==> src/rtl/row_clear_engine.sv <==
// row_clear_engine: removes full playfield rows, shifting the rows above down by one.
// Ports: clk, rst_n (async, active low), start -> busy/done/lines_cleared;
//        mem_addr/mem_wdata/mem_we drive grid memory port A, mem_rdata is its 1-cycle registered read.
module row_clear_engine #(
    parameter int WIDTH  = 10,
    parameter int HEIGHT = 20,
    parameter int ADDR_W = 8,
    parameter int DATA_W = 8
) (
    input  logic              clk,
    input  logic              rst_n,
    input  logic              start,
    output logic              busy,
    output logic              done,
    output logic [4:0]        lines_cleared,
    output logic [ADDR_W-1:0] mem_addr,
    output logic [DATA_W-1:0] mem_wdata,
    output logic              mem_we,
    input  logic [DATA_W-1:0] mem_rdata
);

    localparam int RW = $clog2(HEIGHT);
    localparam int CW = $clog2(WIDTH);
    localparam logic [RW-1:0] ROW_LAST = RW'(HEIGHT - 1);
    localparam logic [CW-1:0] COL_LAST = CW'(WIDTH - 1);
    localparam logic [4:0]    LC_MAX   = 5'(HEIGHT);

    typedef enum logic [2:0] {
        S_IDLE, S_SCAN_RD, S_SCAN_CHK, S_CP_RD, S_CP_WR, S_CLR, S_DONE
    } state_t;

    state_t        r_state;
    logic [RW-1:0] r_row;
    logic [CW-1:0] r_col;
    logic [RW-1:0] r_dst;

    function automatic logic [ADDR_W-1:0] f_addr(
        input logic [RW-1:0] r,
        input logic [CW-1:0] c
    );
        logic [31:0] a;
        a = 32'(r) * 32'(WIDTH) + 32'(c);
        return a[ADDR_W-1:0];
    endfunction

    // The copy data is the word read in CP_RD, only valid during CP_WR,
    // so it is passed straight through rather than registered.
    assign mem_wdata = (r_state == S_CP_WR) ? mem_rdata : '0;

    always_ff @(posedge clk or negedge rst_n) begin
        if (!rst_n) begin
            r_state       <= S_IDLE;
            r_row         <= '0;
            r_col         <= '0;
            r_dst         <= '0;
            busy          <= 1'b0;
            done          <= 1'b0;
            lines_cleared <= '0;
            mem_addr      <= '0;
            mem_we        <= 1'b0;
        end else begin
            unique case (r_state)
                S_IDLE: begin
                    if (start) begin
                        lines_cleared <= '0;
                        r_row         <= ROW_LAST;
                        r_col         <= '0;
                        busy          <= 1'b1;
                        mem_we        <= 1'b0;
                        mem_addr      <= f_addr(ROW_LAST, '0);
                        r_state       <= S_SCAN_RD;
                    end
                end
                S_SCAN_RD: begin
                    r_state <= S_SCAN_CHK;
                end
                S_SCAN_CHK: begin
                    if (mem_rdata == '0) begin
                        if (r_row == '0) begin
                            busy    <= 1'b0;
                            done    <= 1'b1;
                            r_state <= S_DONE;
                        end else begin
                            r_row    <= r_row - 1'b1;
                            r_col    <= '0;
                            mem_addr <= f_addr(r_row - 1'b1, '0);
                            r_state  <= S_SCAN_RD;
                        end
                    end else if (r_col != COL_LAST) begin
                        r_col    <= r_col + 1'b1;
                        mem_addr <= f_addr(r_row, r_col + 1'b1);
                        r_state  <= S_SCAN_RD;
                    end else begin
                        if (lines_cleared != LC_MAX)
                            lines_cleared <= lines_cleared + 1'b1;
                        r_dst <= r_row;
                        r_col <= '0;
                        if (r_row == '0) begin
                            mem_addr <= '0;
                            mem_we   <= 1'b1;
                            r_state  <= S_CLR;
                        end else begin
                            mem_addr <= f_addr(r_row - 1'b1, '0);
                            r_state  <= S_CP_RD;
                        end
                    end
                end
                S_CP_RD: begin
                    mem_addr <= f_addr(r_dst, r_col);
                    mem_we   <= 1'b1;
                    r_state  <= S_CP_WR;
                end
                S_CP_WR: begin
                    if (r_col != COL_LAST) begin
                        r_col    <= r_col + 1'b1;
                        mem_addr <= f_addr(r_dst - 1'b1, r_col + 1'b1);
                        mem_we   <= 1'b0;
                        r_state  <= S_CP_RD;
                    end else begin
                        r_col <= '0;
                        r_dst <= r_dst - 1'b1;
                        if (r_dst == RW'(1)) begin
                            // Row 0 is reached: zero-fill it next.
                            mem_addr <= '0;
                            mem_we   <= 1'b1;
                            r_state  <= S_CLR;
                        end else begin
                            mem_addr <= f_addr(r_dst - RW'(2), '0);
                            mem_we   <= 1'b0;
                            r_state  <= S_CP_RD;
                        end
                    end
                end
                S_CLR: begin
                    if (r_col != COL_LAST) begin
                        r_col    <= r_col + 1'b1;
                        mem_addr <= ADDR_W'(r_col + 1'b1);
                    end else begin
                        // Rescan the same row: the shifted-in row may be full too.
                        r_col    <= '0;
                        mem_we   <= 1'b0;
                        mem_addr <= f_addr(r_row, '0);
                        r_state  <= S_SCAN_RD;
                    end
                end
                S_DONE: begin
                    done    <= 1'b0;
                    r_state <= S_IDLE;
                end
                default: begin
                    r_state <= S_IDLE;
                    busy    <= 1'b0;
                    done    <= 1'b0;
                    mem_we  <= 1'b0;
                end
            endcase
        end
    end

endmodule

==> config.mk <==
export PLATFORM = sky130hd
export DESIGN_NAME = row_clear_engine
export DESIGN_NICKNAME = d
export VERILOG_FILES = /design/src/rtl/row_clear_engine.sv
export SDC_FILE = /design/constraint.sdc
export NUM_CORES = 1
export LEC_CHECK = 0
export ABC_CLOCK_PERIOD_IN_PS = 3400
export CAP_MARGIN = 40
export CORE_MARGIN = 5
export CORE_UTILIZATION = 51
export CTS_CLUSTER_SIZE = 30
export DETAILED_ROUTE_END_ITERATION = 6
export HOLD_SLACK_MARGIN = 0.03
export MAX_ROUTING_LAYER = met4
export PLACE_DENSITY = 0.74
export SLEW_MARGIN = 10
export SYNTH_ARGS = -nofsm -noshare
export SYNTH_HDL_FRONTEND = slang
export SYNTH_SLANG_ARGS = --single-unit
==> constraint.sdc <==
create_clock -name clk -period 3.4 [get_ports clk]
set_input_delay 0.34 -clock clk [delete_from_list [all_inputs] [get_ports clk]]
set_output_delay 0.34 -clock clk [all_outputs]
set_load 0.03 [all_outputs]
==> run_results.csv, run 1 <==
group,metric,value,unit
logic_synthesis,synthAdderAreaFrac,0.2081,
logic_synthesis,synth_edf_count,0,
logic_synthesis,synth_area_leaders,"dfrtp_1 (23%), ha_1 (16%), fa_1 (4.4%), xnor2_1 (4.1%), a21oi_1 (4.0%)",
global_route,grt_pass1_wl,15.93,mm
worst_setup_path,worstSetupStartpoint,"r_dst[1]$_DFFE_PN0P_",
drt,wire_per_inst,17.47,um
logic_synthesis,synth-compound-area-share,0.2167,
sta,worst_slack,0.1535,ns
die,start_util,0.5321,
logic_synthesis,synth-simple-area-share,0.2112,
sta,setup_tns,0,ns
die,die_h,94.66,um
placement,io_buffers,34,
logic_synthesis,synth_top_family_by_area,"compound AO/OA/AOI/OAI gates",
global_route,grt_max_degree,34,
placement,dp_hpwl,7.511,mm
die,ios,35,
drt,viasPerCell,6.096,
clock_network,cts_tree,"yes",
worst_setup_path,crit_cells,13,
sta,finalCritPeriodShare,0.9548,
global_route,overflow,0,
drt,vias,3359,
clock_network,clkLatencyLatePin,0.29,ns
layout,layout.nets,521,
worst_setup_path,r2r_start,"r_dst[1]$_DFFE_PN0P_",
layout,fin_cells,551,
global_route,grt.total_usage,0.2309,
worst_setup_path,cp.required,3.61,ns
drt,drt-initial-drc-count,307,
global_route,antenna_found_initial,0,
logic_synthesis,avgSynthCellArea,8.936,sq um
logic_synthesis,syn_area,0.003655,sq mm
worst_setup_path,r2r_end,"mem_addr[7]$_DFFE_PN0P_",
power_and_ir_drop,p_leak,0.002002,uW
logic_synthesis,synthCells,409,
die,design.die.area,0.008960,sq mm
global_route,grt_pass1_vias,3198,
sta,finalSetupViolCount,0,
logic_synthesis,synth_cell_types,72,
clock_network,cts_hold_buffers,0,
clock_network,clock_path_buffers,2,
sta,final_max_slew_viol_count,0,
drt,ant_nets,0,
worst_setup_path,ff2ff_setup_slack,0.15,ns
clock_network,cts-root-buf,"clkbuf_8",
logic_synthesis,syn_nets,476,
layout,fillers,594,
run_status,status,"finished clean",
sta,hold_viol_final,0,
worst_setup_path,crit_top_cell,"ha_1",
sta,period_needed,3.246,ns
worst_setup_path,cpMaxStageDelayCell,"fa_1",
clock_network,clk_pin_slew,0.07,ns
sta,tightest_slew,0.7948,ns
placement,gp_congestion,0.9131,
layout,drive_gt1_frac,0.1319,
sta,holdWs,0.1200,ns
worst_setup_path,critPathLaunchType,"register",
logic_synthesis,ys_seq_area_frac,0.2260,
die,rows,30,
clock_network,cts_max_level,2,
worst_setup_path,cp_cell_sequence,"inv_2, ha_1, nand2_1, xnor2_2, ha_1, ha_4, fa_1, nand2_2, o31ai_4, o41ai_2, a21o_1, or3b_2, o211ai_1",
logic_synthesis,synthTopCellsByCount,"ha_1 (48), dfrtp_1 (33), nor2_1 (33)",
power_and_ir_drop,ir_drop,0.3899,mV
power_and_ir_drop,finalPower,2694,uW
placement,pre_cts_slack,0.04220,ns
flow_run,maxCapViolations,0,
logic_synthesis,yosysTopAreaCell,"dfrtp_1",
sta,max_slew_margin,0.4678,
logic_synthesis,synthMuxAreaShare,0.008216,
worst_setup_path,reg2reg_depth,13,
worst_setup_path,cp.arrival,3.45,ns
logic_synthesis,ys_seq_elements,33,
worst_setup_path,path_buf_inv,1,
worst_setup_path,cp-end-kind,"register",
sta,fmax,308.0,MHz
min_path,hold_path_class,"in -> async",
die,core,0.006869,sq mm
layout,area_delta_synth_final,18.59,%
logic_synthesis,synth_ff_type,"dfrtp_1",
worst_setup_path,path_delay_family,"adder cells",
drt,drc,0,
logic_synthesis,yosysMostFrequentCell,"ha_1",
logic_synthesis,synth_top_area_share,0.2260,
logic_synthesis,ys_warn_count,0,
die,die_w,94.66,um
worst_setup_path,crit_type,"reg -> reg",
clock_network,cts.sink_count,33,
worst_setup_path,cp_max_fo,5,
clock_network,cts_buffers,5,
power_and_ir_drop,p_per_area,621.5,mW/mm^2
worst_setup_path,crit_end,"mem_addr[7]$_DFFE_PN0P_",
layout,num_antenna_cells,0,
drt,firstDrtPassIters,5,
sta,finClkSkew,0.003996,ns
placement,placed_cells,538,
drt,wirelength,9.625,mm
logic_synthesis,ys_async_sr_fraction,1.000,
worst_setup_path,critPathMaxStageDelay,0.58,ns
logic_synthesis,yosys.area_share.xor_xnor,0.08045,
[sequential cells by signal (all words and copies together), names as in the netlist]
signal and flops:
mem_addr 8, lines_cleared 5, r_dst 5, r_row 5
r_col 4, r_state 3, busy 1, done 1
mem_we 1
[cells by family (layout without fill, tap and decap cells)]
logic type                 after synthesis  in the layout
adders and majority gates               56             56
AOI/OAI and AO/OA                      111            111
buffers and inverters                   43             89
and+or+nand+nor                        131            131
xor gates and xnor gates                32             32
muxes                                    3              3
DFF                                     33             33
[layout make-up]
class                      instances  area (sq um)  share of cell area
clock buffer                       7         86.33             0.01992
clock inverter                     1         30.03            0.006928
inverter                          29         108.9             0.02512
multi-input combinational        333          2693              0.6212
sequential                        33         825.8              0.1905
tap                               96         120.1             0.02771
timing repair buffer              52         470.5              0.1085
[power by group]
group          leakage, uW  internal [uW]  switching (uW)
Clock            0.0000585            239             156
Combinational      0.00153            687             966
Sequential        0.000409            499             146
Total              0.00200           1430            1270
[metal layers]
metal | up-vias | part of all wire | GRT usage | wire, um
li1 | 1589 | - | - | -
met1 | 1651 | 0.46 | 0.3136 | 4433
met2 | 102 | 0.48 | 0.3699 | 4625
met3 | 17 | 0.045 | 0.02948 | 436
met4 | 0 | 0.013 | 0.04928 | 129
met5 | - | 0 | - | 0
[metrics by stage]
step / util / cell area, sq um
finish: 0.6310 / 4334
detailed placement: 0.6022 / 4136
CTS: 0.6191 / 4253
global route: 0.6310 / 4334
global placement: 0.6022 / 4136
floorplan: - / 3655
[worst min-delay path by stage]
stage               start                 endpoint  slack, ns  depth (start not counted)
CTS                 rst_n  mem_addr[5]$_DFFE_PN0P_       0.16                          1
finish              rst_n     r_row[3]$_DFFE_PN0P_       0.12                          1
global placement    rst_n     r_row[3]$_DFFE_PN0P_       0.46                          1
floorplan           rst_n         busy$_DFFE_PN0P_       0.04                          0
global route        rst_n     r_row[3]$_DFFE_PN0P_       0.19                          1
detailed placement  rst_n  mem_addr[6]$_DFFE_PN0P_       0.47                          1
[layout by cell type, fill, tap and decap left out, types with 7 or more instances in the layout]
cell type and n:
ha_1 47, nor2_1 33, dfrtp_1 33, clkdlybuf4s50_1 33
a21oi_1 29, nand2_1 27, inv_1 27, o21ai_0 19
buf_4 18, xnor2_1 16, xor2_1 14, and3_1 11
nand3_1 10, nor3_1 8, fa_1 8, a21o_1 7
[timing repair]
action | 4_1_cts | 5_1_grt
resized for setup | 0 | 8
buffers inserted | 0 | 5
setup endpoints to repair | 0 | 1
Note: power is estimated with default switching activity, not from simulation.
==> run 2, diff against run 1 <==
- CTS_CLUSTER_DIAMETER: not set -> 150
==> results of run 2 <==
Same layout as run 1: the final DEF is identical, and so are final timing and power.
==> RTL edit: new RTL, settings of run 2 <==
Reset style: synchronous (`rst_n`), changed in one clocked block. Comments in the files are not updated.
--- a/src/rtl/row_clear_engine.sv
+++ b/src/rtl/row_clear_engine.sv
@@ -47,7 +47,7 @@
     // so it is passed straight through rather than registered.
     assign mem_wdata = (r_state == S_CP_WR) ? mem_rdata : '0;
 
-    always_ff @(posedge clk or negedge rst_n) begin
+    always_ff @(posedge clk) begin
         if (!rst_n) begin
             r_state       <= S_IDLE;
             r_row         <= '0;
Function: differs if rst_n is asserted again (counterexample within 4 cycles, from zero or initial values and one cycle with rst_n low); with rst_n held inactive, the same outputs for 10 cycles.
==> RTL edit against run 2 <==
  * Sequential cell count did not move
  * First-iteration DRC count fell by 23%
  * Synthesized cell count rose by 2.7%
  * Design area fell by 7.7%
  * Setup slack improved by 0.095 ns
  * Area after synthesis fell by 4.9%
  * Via count fell by 5.1%
  * Wire length fell by 2.8%
Power is not compared: it rests on default switching activity, and its combinational part moved more than twofold at a synthesized area within 25%.
==> RTL edit: results (changes against run 2) <==
Clock tree
  – Post-CTS Resized: 0 (unchanged)
  – CTS Buffer Depth: 2 (unchanged)
  – CTS root buf: clkbuf_8
  – Post-CTS Setup Repair Bufs: 0 (unchanged)
  – CTS Buf Count: 5 (unchanged)
  – Clk Latency, worst-skew pair: 0.30 ns

Routing
  – Vias: 3189 (-5.1%)
  – Met2 routed WL: 4310 um (-6.9%)
  – Routed len/inst: 17.6 um (+0.89%)
  – M1 WL: 4230 um (-4.5%)
  – DRT iter0 DRCs: 236 (-23%)
  – WL met3: 697 um (+60%)
  – Drt first pass iters: 4 (-1)

Worst setup path
  – CP Data Arrival Time: 3.40 ns (-0.05 ns)
  – Worst Path Max Fanout: 8 (+3)

Global route
  – Vias in the first global route: 2999 (-6.2%)
  – Largest net degree at the start of global routing: 23 (-32%)
  – Met3 usage: 3.98% (+1.0 points)
  – Met1 GRT Util: 31.0% (-0.35 points)
  – Met2 Usage GRT: 34.7% (-2.3 points)
  – Total Routing Usage GR: 22.6% (-0.48 points)
  – First-pass GRT wire length: 15100 um (-5.3%)
  – Initial antenna violation count: 0 (unchanged)

Final layout
  – Fillers: 612 (+3.0%)
  – Largest Register: mem_addr
  – Fin cells: 531 (-3.6%)
  – Share of cells above drive strength 1: 6.43% (-6.8 points)
  – Max FFs per register: 8 (unchanged)
  – Final Cell Area: 4000 um2 (-7.7%)

Synth
  – Compound-Gate Fraction of Synth Area: 23.6% (+2.0 points)
  – Syn nets: 487 (+2.3%)
  – Post-synth top cells: ha_1, dfxtp_1, nand2_1, a21oi_1, nor2_1
  – Register area share after synthesis: 19.0% (-3.6 points)
  – Synth Area in Adders: 21.9% (+1.1 points)
  – Fraction of synthesized cell area in xor and xnor cells: 9.75% (+1.7 points)
  – Synth cell types: 66 (-8.3%)
  – Syn. warnings: 0 (unchanged)
  – Syn Area/Cell: 8.28 um2 (-7.4%)
  – Multiplexer share of the synthesized area: 0% (-0.82 points)
  – Largest family of logic cells by synthesized area: compound AO/OA/AOI/OAI gates
  – Synth area leaders: dfxtp_1, ha_1, xor2_1, fa_1, a21oi_1
  – Post-synth ARST share: 0% (-100 points)

Place
  – GPL Wtd Cong: 0.991 (+8.5%)
  – PortBufs: 34 (unchanged)
  – DP HPWL: 7360 um (-2.0%)
  – Dpl ws: 0.254 ns (+0.212 ns)
  – DP Area: 3890 um2 (-6.0%)
  – Placed Cells: 523 (-2.8%)

Pwr
  – Net switching power figure: 407 uW
  – Lkg Pwr: roughly 0.0017 uW

STA
  – Worst Skew: 0.00741 ns (+0.00342 ns)
  – Slew HR: 51.7% (+4.9 points)

Worst hold path
  – Hold Crit Class: flip-flop to flip-flop

Run status
  – Run status: completed
## RTL edit: changes by cell type after synthesis, sizes merged, moves of 6 or more
cell and delta:
and3 -9, dfxtp +33, and2 +7, a31oi +6
xor2 +6, nor2b +6, dfrtp -33, clkbuf +6
## RTL edit: final timing paths
| path | start | to | slack [ns] | cells after the start |
|---|---|---|---|---|
| max | r_dst[2] | mem_addr[6] | 0.25 | 12 |
| min | done | done | 0.51 | 2 |
| max reg2reg | r_dst[2] | mem_addr[6] | 0.25 | 12 |
| min reg2reg | done | done | 0.51 | 2 |
## RTL edit: power by group through the flow
stage,logic [uW],registers [uW],clock network (uW)
2_1_floorplan,228,458,0
3_3_place_gp,346,441,0
3_5_place_dp,356,441,0
4_1_cts,360,433,396
5_1_grt,395,436,410
6_report,362,433,392
## RTL edit: worst max-delay path, cell delays in order, from the launching register on
cell and delay (ns):
dfxtp_1 0.47, inv_1 0.11, ha_1 0.19, nand2_1 0.06, nand2_1 0.06, xnor2_1 0.25
ha_1 0.29, ha_1 0.23, fa_1 0.55, nand2_1 0.09, or4_1 0.46, a31oi_1 0.18
o311a_1 0.18
## RTL edit: logic make-up after synthesis
logic type               after synthesis
AO/OA/AOI/OAI                        119
AND/OR/NAND/NOR                      130
buffers and inverters                 45
XOR/XNOR                              37
flip-flops                            33
adder cells (fa/ha/maj)               56
## RTL edit: final cells by class
type	instances	share of cell area [%]
inverters	27	2.53
well taps	80	2.50
clock buffers	5	1.72
clock inverters	3	1.16
flip-flops and latches	33	16.5
multi-input cells	342	65.6
repair buffers	41	10.0
